===== config.mk =====
export PLATFORM = sky130hd
export DESIGN_NAME = mandelbrot_pixel_scheduler
export DESIGN_NICKNAME = d
export VERILOG_FILES = /design/src/rtl/mandelbrot_pixel_scheduler.sv
export SDC_FILE = /design/constraint.sdc
export NUM_CORES = 1
export LEC_CHECK = 0
export ABC_AREA = 1
export BUFFER_PORTS_ARGS = -buffer_cell sky130_fd_sc_hd__buf_2
export CORE_UTILIZATION = 23
export CTS_CLUSTER_SIZE = 10
export DETAILED_ROUTE_END_ITERATION = 16
export GPL_ROUTABILITY_DRIVEN = 0
export GPL_TIMING_DRIVEN = 0
export PLACE_DENSITY_LB_ADDON = 0.1
export SLEW_MARGIN = 20
export SYNTH_ARGS = -nofsm -noshare
export SYNTH_HDL_FRONTEND = slang
export SYNTH_SLANG_ARGS = --single-unit

===== constraint.sdc =====
create_clock -name CLK -period 2.5 [get_ports CLK]
set_clock_uncertainty 0.1 [all_clocks]
set_input_delay 0 -clock CLK [delete_from_list [all_inputs] [get_ports CLK]]
set_output_delay 0 -clock CLK [all_outputs]
set_load 0.01 [all_outputs]

===== src/rtl/mandelbrot_pixel_scheduler.sv =====
// Raster-order pixel dispatcher for NUM_UNITS iteration units; collects the
// per-unit iteration counts and re-emits them in raster order on a stream.
module mandelbrot_pixel_scheduler #(
  parameter int NUM_UNITS = 4,
  parameter int HBI       = 32
) (
  input  logic                     CLK,
  input  logic                     SYS_RESET_N,
  input  logic                     frame_start,
  input  logic                     abort,
  input  logic [10:0]              x_size,
  input  logic [10:0]              y_size,
  output logic [NUM_UNITS-1:0]     unit_start,
  output logic [NUM_UNITS*12-1:0]  unit_x,
  output logic [NUM_UNITS*12-1:0]  unit_y,
  input  logic [NUM_UNITS-1:0]     unit_done,
  input  logic [NUM_UNITS*HBI-1:0] unit_iter,
  output logic                     out_valid,
  input  logic                     out_ready,
  output logic [HBI-1:0]           out_data,
  output logic                     out_last,
  output logic                     busy,
  output logic                     frame_done,
  output logic [1:0]               top_state
);

  localparam int IW = (NUM_UNITS > 1) ? $clog2(NUM_UNITS) : 1;

  typedef enum logic [1:0] {ST_IDLE = 2'd0, ST_RUN = 2'd1, ST_DRAIN = 2'd2} top_t;
  typedef enum logic [1:0] {U_FREE = 2'd0, U_BUSY = 2'd1, U_HELD = 2'd2} unit_t;

  top_t            state_q, state_d;
  unit_t           ustate_q [NUM_UNITS];
  logic            fresh_q  [NUM_UNITS];
  logic [HBI-1:0]  result_q [NUM_UNITS];
  logic [11:0]     cx_q     [NUM_UNITS];
  logic [11:0]     cy_q     [NUM_UNITS];
  logic [10:0]     xsz_q, x_q, y_q;
  logic [20:0]     total_q, issued_q, emitted_q;
  logic [IW-1:0]   ip_q, op_q;
  logic            frame_done_q;

  logic [20:0]     size_total;
  logic            accept, issue, handshake, last_hs;

  function automatic logic [IW-1:0] next_idx(input logic [IW-1:0] i);
    return (i == IW'(NUM_UNITS - 1)) ? '0 : i + 1'b1;
  endfunction

  assign size_total = 21'(x_size) * 21'(y_size);
  assign accept     = (state_q == ST_IDLE) && frame_start && !abort;
  assign issue      = (state_q == ST_RUN) && (issued_q != total_q) && (ustate_q[ip_q] == U_FREE);

  // Stream: a beat transfers on a rising edge where out_valid && out_ready;
  // while out_valid is high and out_ready low, out_data/out_last hold.
  assign out_valid  = (state_q != ST_IDLE) && (ustate_q[op_q] == U_HELD);
  assign handshake  = out_valid && out_ready;
  assign last_hs    = handshake && (emitted_q == total_q - 21'd1);

  always_comb begin
    state_d = state_q;
    case (state_q)
      ST_IDLE:  if (accept && size_total != '0) state_d = ST_RUN;
      ST_RUN: begin
        if (last_hs)                   state_d = ST_IDLE;
        else if (issued_q == total_q)  state_d = ST_DRAIN;
      end
      ST_DRAIN: if (last_hs) state_d = ST_IDLE;
      default:  state_d = ST_IDLE;
    endcase
    if (abort) state_d = ST_IDLE;
  end

  always_ff @(posedge CLK or negedge SYS_RESET_N) begin
    if (!SYS_RESET_N) begin
      state_q      <= ST_IDLE;
      xsz_q        <= '0;
      x_q          <= '0;
      y_q          <= '0;
      total_q      <= '0;
      issued_q     <= '0;
      emitted_q    <= '0;
      ip_q         <= '0;
      op_q         <= '0;
      frame_done_q <= 1'b0;
    end else begin
      state_q      <= state_d;
      frame_done_q <= 1'b0;
      if (abort) begin
        x_q       <= '0;
        y_q       <= '0;
        total_q   <= '0;
        issued_q  <= '0;
        emitted_q <= '0;
        ip_q      <= '0;
        op_q      <= '0;
      end else if (accept) begin
        xsz_q        <= x_size;
        total_q      <= size_total;
        x_q          <= '0;
        y_q          <= '0;
        issued_q     <= '0;
        emitted_q    <= '0;
        ip_q         <= '0;
        op_q         <= '0;
        frame_done_q <= (size_total == '0);
      end else begin
        if (issue) begin
          ip_q     <= next_idx(ip_q);
          issued_q <= issued_q + 21'd1;
          if (x_q == xsz_q - 11'd1) begin
            x_q <= '0;
            y_q <= y_q + 11'd1;
          end else begin
            x_q <= x_q + 11'd1;
          end
        end
        if (handshake) begin
          op_q      <= next_idx(op_q);
          emitted_q <= emitted_q + 21'd1;
        end
        if (last_hs) frame_done_q <= 1'b1;
      end
    end
  end

  // fresh_q blanks unit_done for the cycle after a start, when the unit may
  // still be presenting the previous job's done level.
  always_ff @(posedge CLK or negedge SYS_RESET_N) begin
    if (!SYS_RESET_N) begin
      for (int k = 0; k < NUM_UNITS; k++) begin
        ustate_q[k] <= U_FREE;
        fresh_q[k]  <= 1'b0;
        result_q[k] <= '0;
        cx_q[k]     <= '0;
        cy_q[k]     <= '0;
      end
    end else begin
      for (int k = 0; k < NUM_UNITS; k++) begin
        fresh_q[k] <= 1'b0;
        if (abort) begin
          ustate_q[k] <= U_FREE;
        end else begin
          case (ustate_q[k])
            U_FREE: if (issue && ip_q == IW'(k)) begin
              ustate_q[k] <= U_BUSY;
              fresh_q[k]  <= 1'b1;
              cx_q[k]     <= {1'b0, x_q};
              cy_q[k]     <= {1'b0, y_q};
            end
            U_BUSY: if (!fresh_q[k] && unit_done[k]) begin
              result_q[k] <= unit_iter[k*HBI +: HBI];
              ustate_q[k] <= U_HELD;
            end
            U_HELD: if (handshake && op_q == IW'(k)) ustate_q[k] <= U_FREE;
            default: ustate_q[k] <= U_FREE;
          endcase
        end
      end
    end
  end

  always_comb begin
    unit_start = '0;
    unit_x     = '0;
    unit_y     = '0;
    for (int k = 0; k < NUM_UNITS; k++) begin
      unit_start[k]      = issue && (ip_q == IW'(k));
      unit_x[k*12 +: 12] = unit_start[k] ? {1'b0, x_q} : cx_q[k];
      unit_y[k*12 +: 12] = unit_start[k] ? {1'b0, y_q} : cy_q[k];
    end
  end

  assign out_data   = result_q[op_q];
  assign out_last   = out_valid && (emitted_q == total_q - 21'd1);
  assign busy       = (state_q != ST_IDLE);
  assign frame_done = frame_done_q;
  assign top_state  = state_q;

endmodule


==> results_dict.tcl <==
set metrics [dict create \
    outcome "finished with violations" \
    violations "setup timing" \
    finalMaxSlewViolations 0 \
    grt_max_degree 90 \
    wl_per_cell_um 17.2 \
    yosys.area_share.simple_pct 22.1 \
    worst-path-buf-inv 5 \
    antenna_found_initial 3 \
    max_slew_margin_pct 42.0 \
    tightest_slew_ns 0.871 \
    finalHoldViolations 0 \
    area_growth_pct 50.9 \
    drive_gt1_share_pct 34.8 \
    placed_cells 4266 \
    start_util_pct 23.3 \
    worst_slack_ns -1.79 \
    rows 112 \
    hpwl_um 58400 \
    wirelength_um 79600 \
    cts_tree "built" \
    yosys.area.top_type "dfrtp_1" \
    synth_top_family_by_area "simple AND/OR/NAND/NOR gates" \
    path_delay_family "adder cells" \
    numCtsBuffers 42 \
    syn-num-nets 3021 \
    clkPwrFrac_pct 20.6 \
    htree_levels 2 \
    drt_iter0_drc 939 \
    max_freq_mhz 233 \
    p_leak_nw 16.1 \
    io_buffers 296 \
    post-synth-top-count-cell "nand2_1" \
    worstSetupPathType "in2reg" \
    syn_area_per_cell_um2 8.01 \
    hold_path_class "in2reg" \
    die_area_um2 95700 \
    synth_compound_area_share_pct 9.18 \
    synth_area_um2 21700 \
    pwr-share-comb_pct 54.8 \
    track_usage_pct 16.5 \
    setup_viol 121 \
    finalSetupTns_ns -54.14 \
    coreArea_um2 93500 \
    instances_no_fill 4627 \
    rsz0062_at_grt "true" \
    drc_errors 0 \
    viasPerCell 4.43 \
    synth_top_flop_cell "dfrtp_1" \
    synth_common_cells "nand2_1, inv_1, dfrtp_1" \
    cp-end-kind "register" \
    path_clk_slew_ns 0.05 \
    powerDensity_nw_per_um2 890 \
    async_flop_share_pct 100 \
    first_global_vias 21300 \
    ir_drop_mv 0.504 \
    p_int_mw 17.0 \
    placedInstanceArea_um2 25500 \
    grt_pass1_wl_um 123000 \
    cp.required_ns 2.85 \
    synth-edff-count 0 \
    min_period_over_period_pct 171 \
    swShare_pct 41.7 \
    worstPathArrival_ns 4.64 \
    insertion_delay_ns 0.58 \
    p_sw_mw 12.2 \
    num-fill-cells 9688 \
    die_h_um 309 \
    grt_overflow 0 \
    synth_mux_area_share_pct 6.63 \
    synthDistinctLibCells 44 \
    yosysWarnings 0 \
    cts-root-buf "clkbuf_16" \
    ys_seq_elements 339 \
    synth_area_leaders "dfrtp_1, nand2_1, fa_1, mux2_2, inv_1" \
    dr_total_vias 20500 \
    yosysTopAreaCellShare_pct 39.0 \
    crit_path_max_incr_delay_ns 0.56 \
    cts_buffer_depth 3 \
    post-route-min-period_ns 4.29 \
    final_cell_area_um2 32800 \
    synthCells 2712 \
    cap_violations 0 \
    crit_path_max_fanout 6 \
    yosysSeqAreaShare_pct 39.0 \
    clkSinkCount 339 \
    synth_adder_area_share_pct 11.4 \
    drtAntennaViolNets 0 \
    critPathLaunchType "primary input" \
    power_frac_seq_pct 24.6 \
    dr.pass1.iters 5 \
    synth-xor-area-share_pct 2.46 \
    layout.nets 3662 \
    crit_path_top_delay_cell "fa_1" \
    ios 297 \
    fp.dieW_um 309 \
]
==> registers in the layout (all words and copies together), names as in the netlist, 4 cells and up <==
signal	cells
emitted_q	21
issued_q	21
ustate_q	8
x_q	11
cx_q	48
total_q	21
result_q	128
y_q	11
xsz_q	11
cy_q	48
fresh_q	4
==> kinds of logic (layout without fill, tap and decap cells) <==
kind of cell             Yosys count  after routing
AO/OA/AOI/OAI                    381            381
XOR/XNOR                          61             61
adder cells (fa/ha/maj)          150            150
buffers and inverters            498           1158
flip-flops                       339            339
multiplexers                     128            128
other                              0              1
AND/OR/NAND/NOR                 1155           1155
==> power groups by stage <==
stage                     clock, mW  sequential [mW]  combinational [mW]
final                          6.01             7.18                16.0
after global routing           6.45             7.31                17.8
after CTS                      6.21             7.15                14.8
after detailed placement          0             7.21                11.8
after global placement            0             7.19                11.8
after floorplan                   0             6.98                8.36
==> stage by stage <==
step                      hold slack (ns)  setup WS [ns]  util (%)  power [mW]
final                              0.0867          -1.79      35.1        29.2
after global placement              0.133          -5.99      27.1        19.0
after floorplan                    -0.396          -1.77         -        15.3
after global routing               0.0820          -1.99      35.1        31.6
after CTS                          0.0525          -1.72      33.4        28.2
after detailed placement           -0.183          -2.69      27.2        19.0
==> area by class of cell <==
| class | instances | area (µm²) | share of cell area [%] |
|---|---|---|---|
| antenna | 1 | 2.50 | 0.00763 |
| inverter | 372 | 1440 | 4.39 |
| multi-input combinational | 1875 | 13400 | 40.7 |
| clock inverter | 4 | 92.6 | 0.282 |
| sequential | 339 | 8500 | 25.9 |
| buffer | 123 | 1330 | 4.05 |
| timing repair buffer | 600 | 5300 | 16.2 |
| tap | 1254 | 1570 | 4.78 |
| clock buffer | 59 | 1210 | 3.68 |
==> tightest hold or removal path, cell delays in order <==
cell           delay [ns]
dlygate4sd3_1        0.51
buf_2                0.09
mux2_2               0.12
==> what timing repair did <==
action / in CTS / in global routing
setup buffers: 95 / 44
cloned: 14 / 6
setup endpoints to repair: 326 / 338
endpoints found under the hold margin: 352 / 0
hold buffers: 151 / 0
gates resized for setup: 562 / 389
pin swaps: 48 / 59
==> cell usage in the layout (no fill, tap or decap), types with 11 or more instances in the layout <==
cell / netlist / routed
nand2_1: 667 / 476
dfrtp_1: 339 / 323
inv_1: 365 / 314
buf_2: 18 / 237
nor2_1: 248 / 218
o21ai_0: 269 / 169
dlygate4sd3_1: 0 / 150
mux2_2: 128 / 128
nand2_2: 1 / 110
buf_4: 7 / 84
buf_6: 10 / 83
nand2_4: 7 / 81
nand3_1: 90 / 79
fa_1: 79 / 70
clkbuf_16: 0 / 68
nor3_1: 70 / 63
ha_1: 71 / 51
o21ai_2: 1 / 49
inv_2: 5 / 47
a21oi_1: 51 / 45
clkbuf_1: 84 / 42
xor2_1: 42 / 41
o22ai_1: 41 / 40
buf_8: 0 / 36
o21ai_4: 0 / 34
buf_12: 0 / 33
nand4_1: 32 / 32
o21ai_1: 7 / 25
nor2_2: 0 / 22
clkbuf_2: 2 / 20
xnor2_1: 19 / 19
ha_4: 0 / 16
dfrtp_2: 0 / 16
nand3b_1: 12 / 12
nor2_4: 3 / 11
==> final timing paths <==
check,to,start,cells past startpoint,slack [ns]
min,result_q[102]$_DFFE_PN0P_,unit_iter[6],3,0.09
min in group asynchronous,cx_q[43]$_DFFE_PN0P_,SYS_RESET_N,4,0.46
max in group asynchronous,result_q[111]$_DFFE_PN0P_,SYS_RESET_N,5,0.97
min reg2reg,result_q[70]$_DFFE_PN0P_,result_q[70]$_DFFE_PN0P_,1,0.40
max reg2reg,top_state[1]$_DFFE_PN0P_,total_q[0]$_DFFE_PN0P_,15,0.05
max,top_state[1]$_DFFE_PN0P_,x_size[3],28,-1.79
==> layer usage <==
| layer | vias to the layer above | track usage [%] | part of all wire, % |
|---|---|---|---|
| met5 | - | 0 | 0.046 |
| met4 | 6 | 3.95 | 2.0 |
| met3 | 106 | 2.52 | 3.9 |
| met2 | 362 | 28.6 | 49 |
| met1 | 10100 | 21.4 | 45 |
| li1 | 9954 | - | - |
No activity file was read; power rests on OpenSTA's default activity.
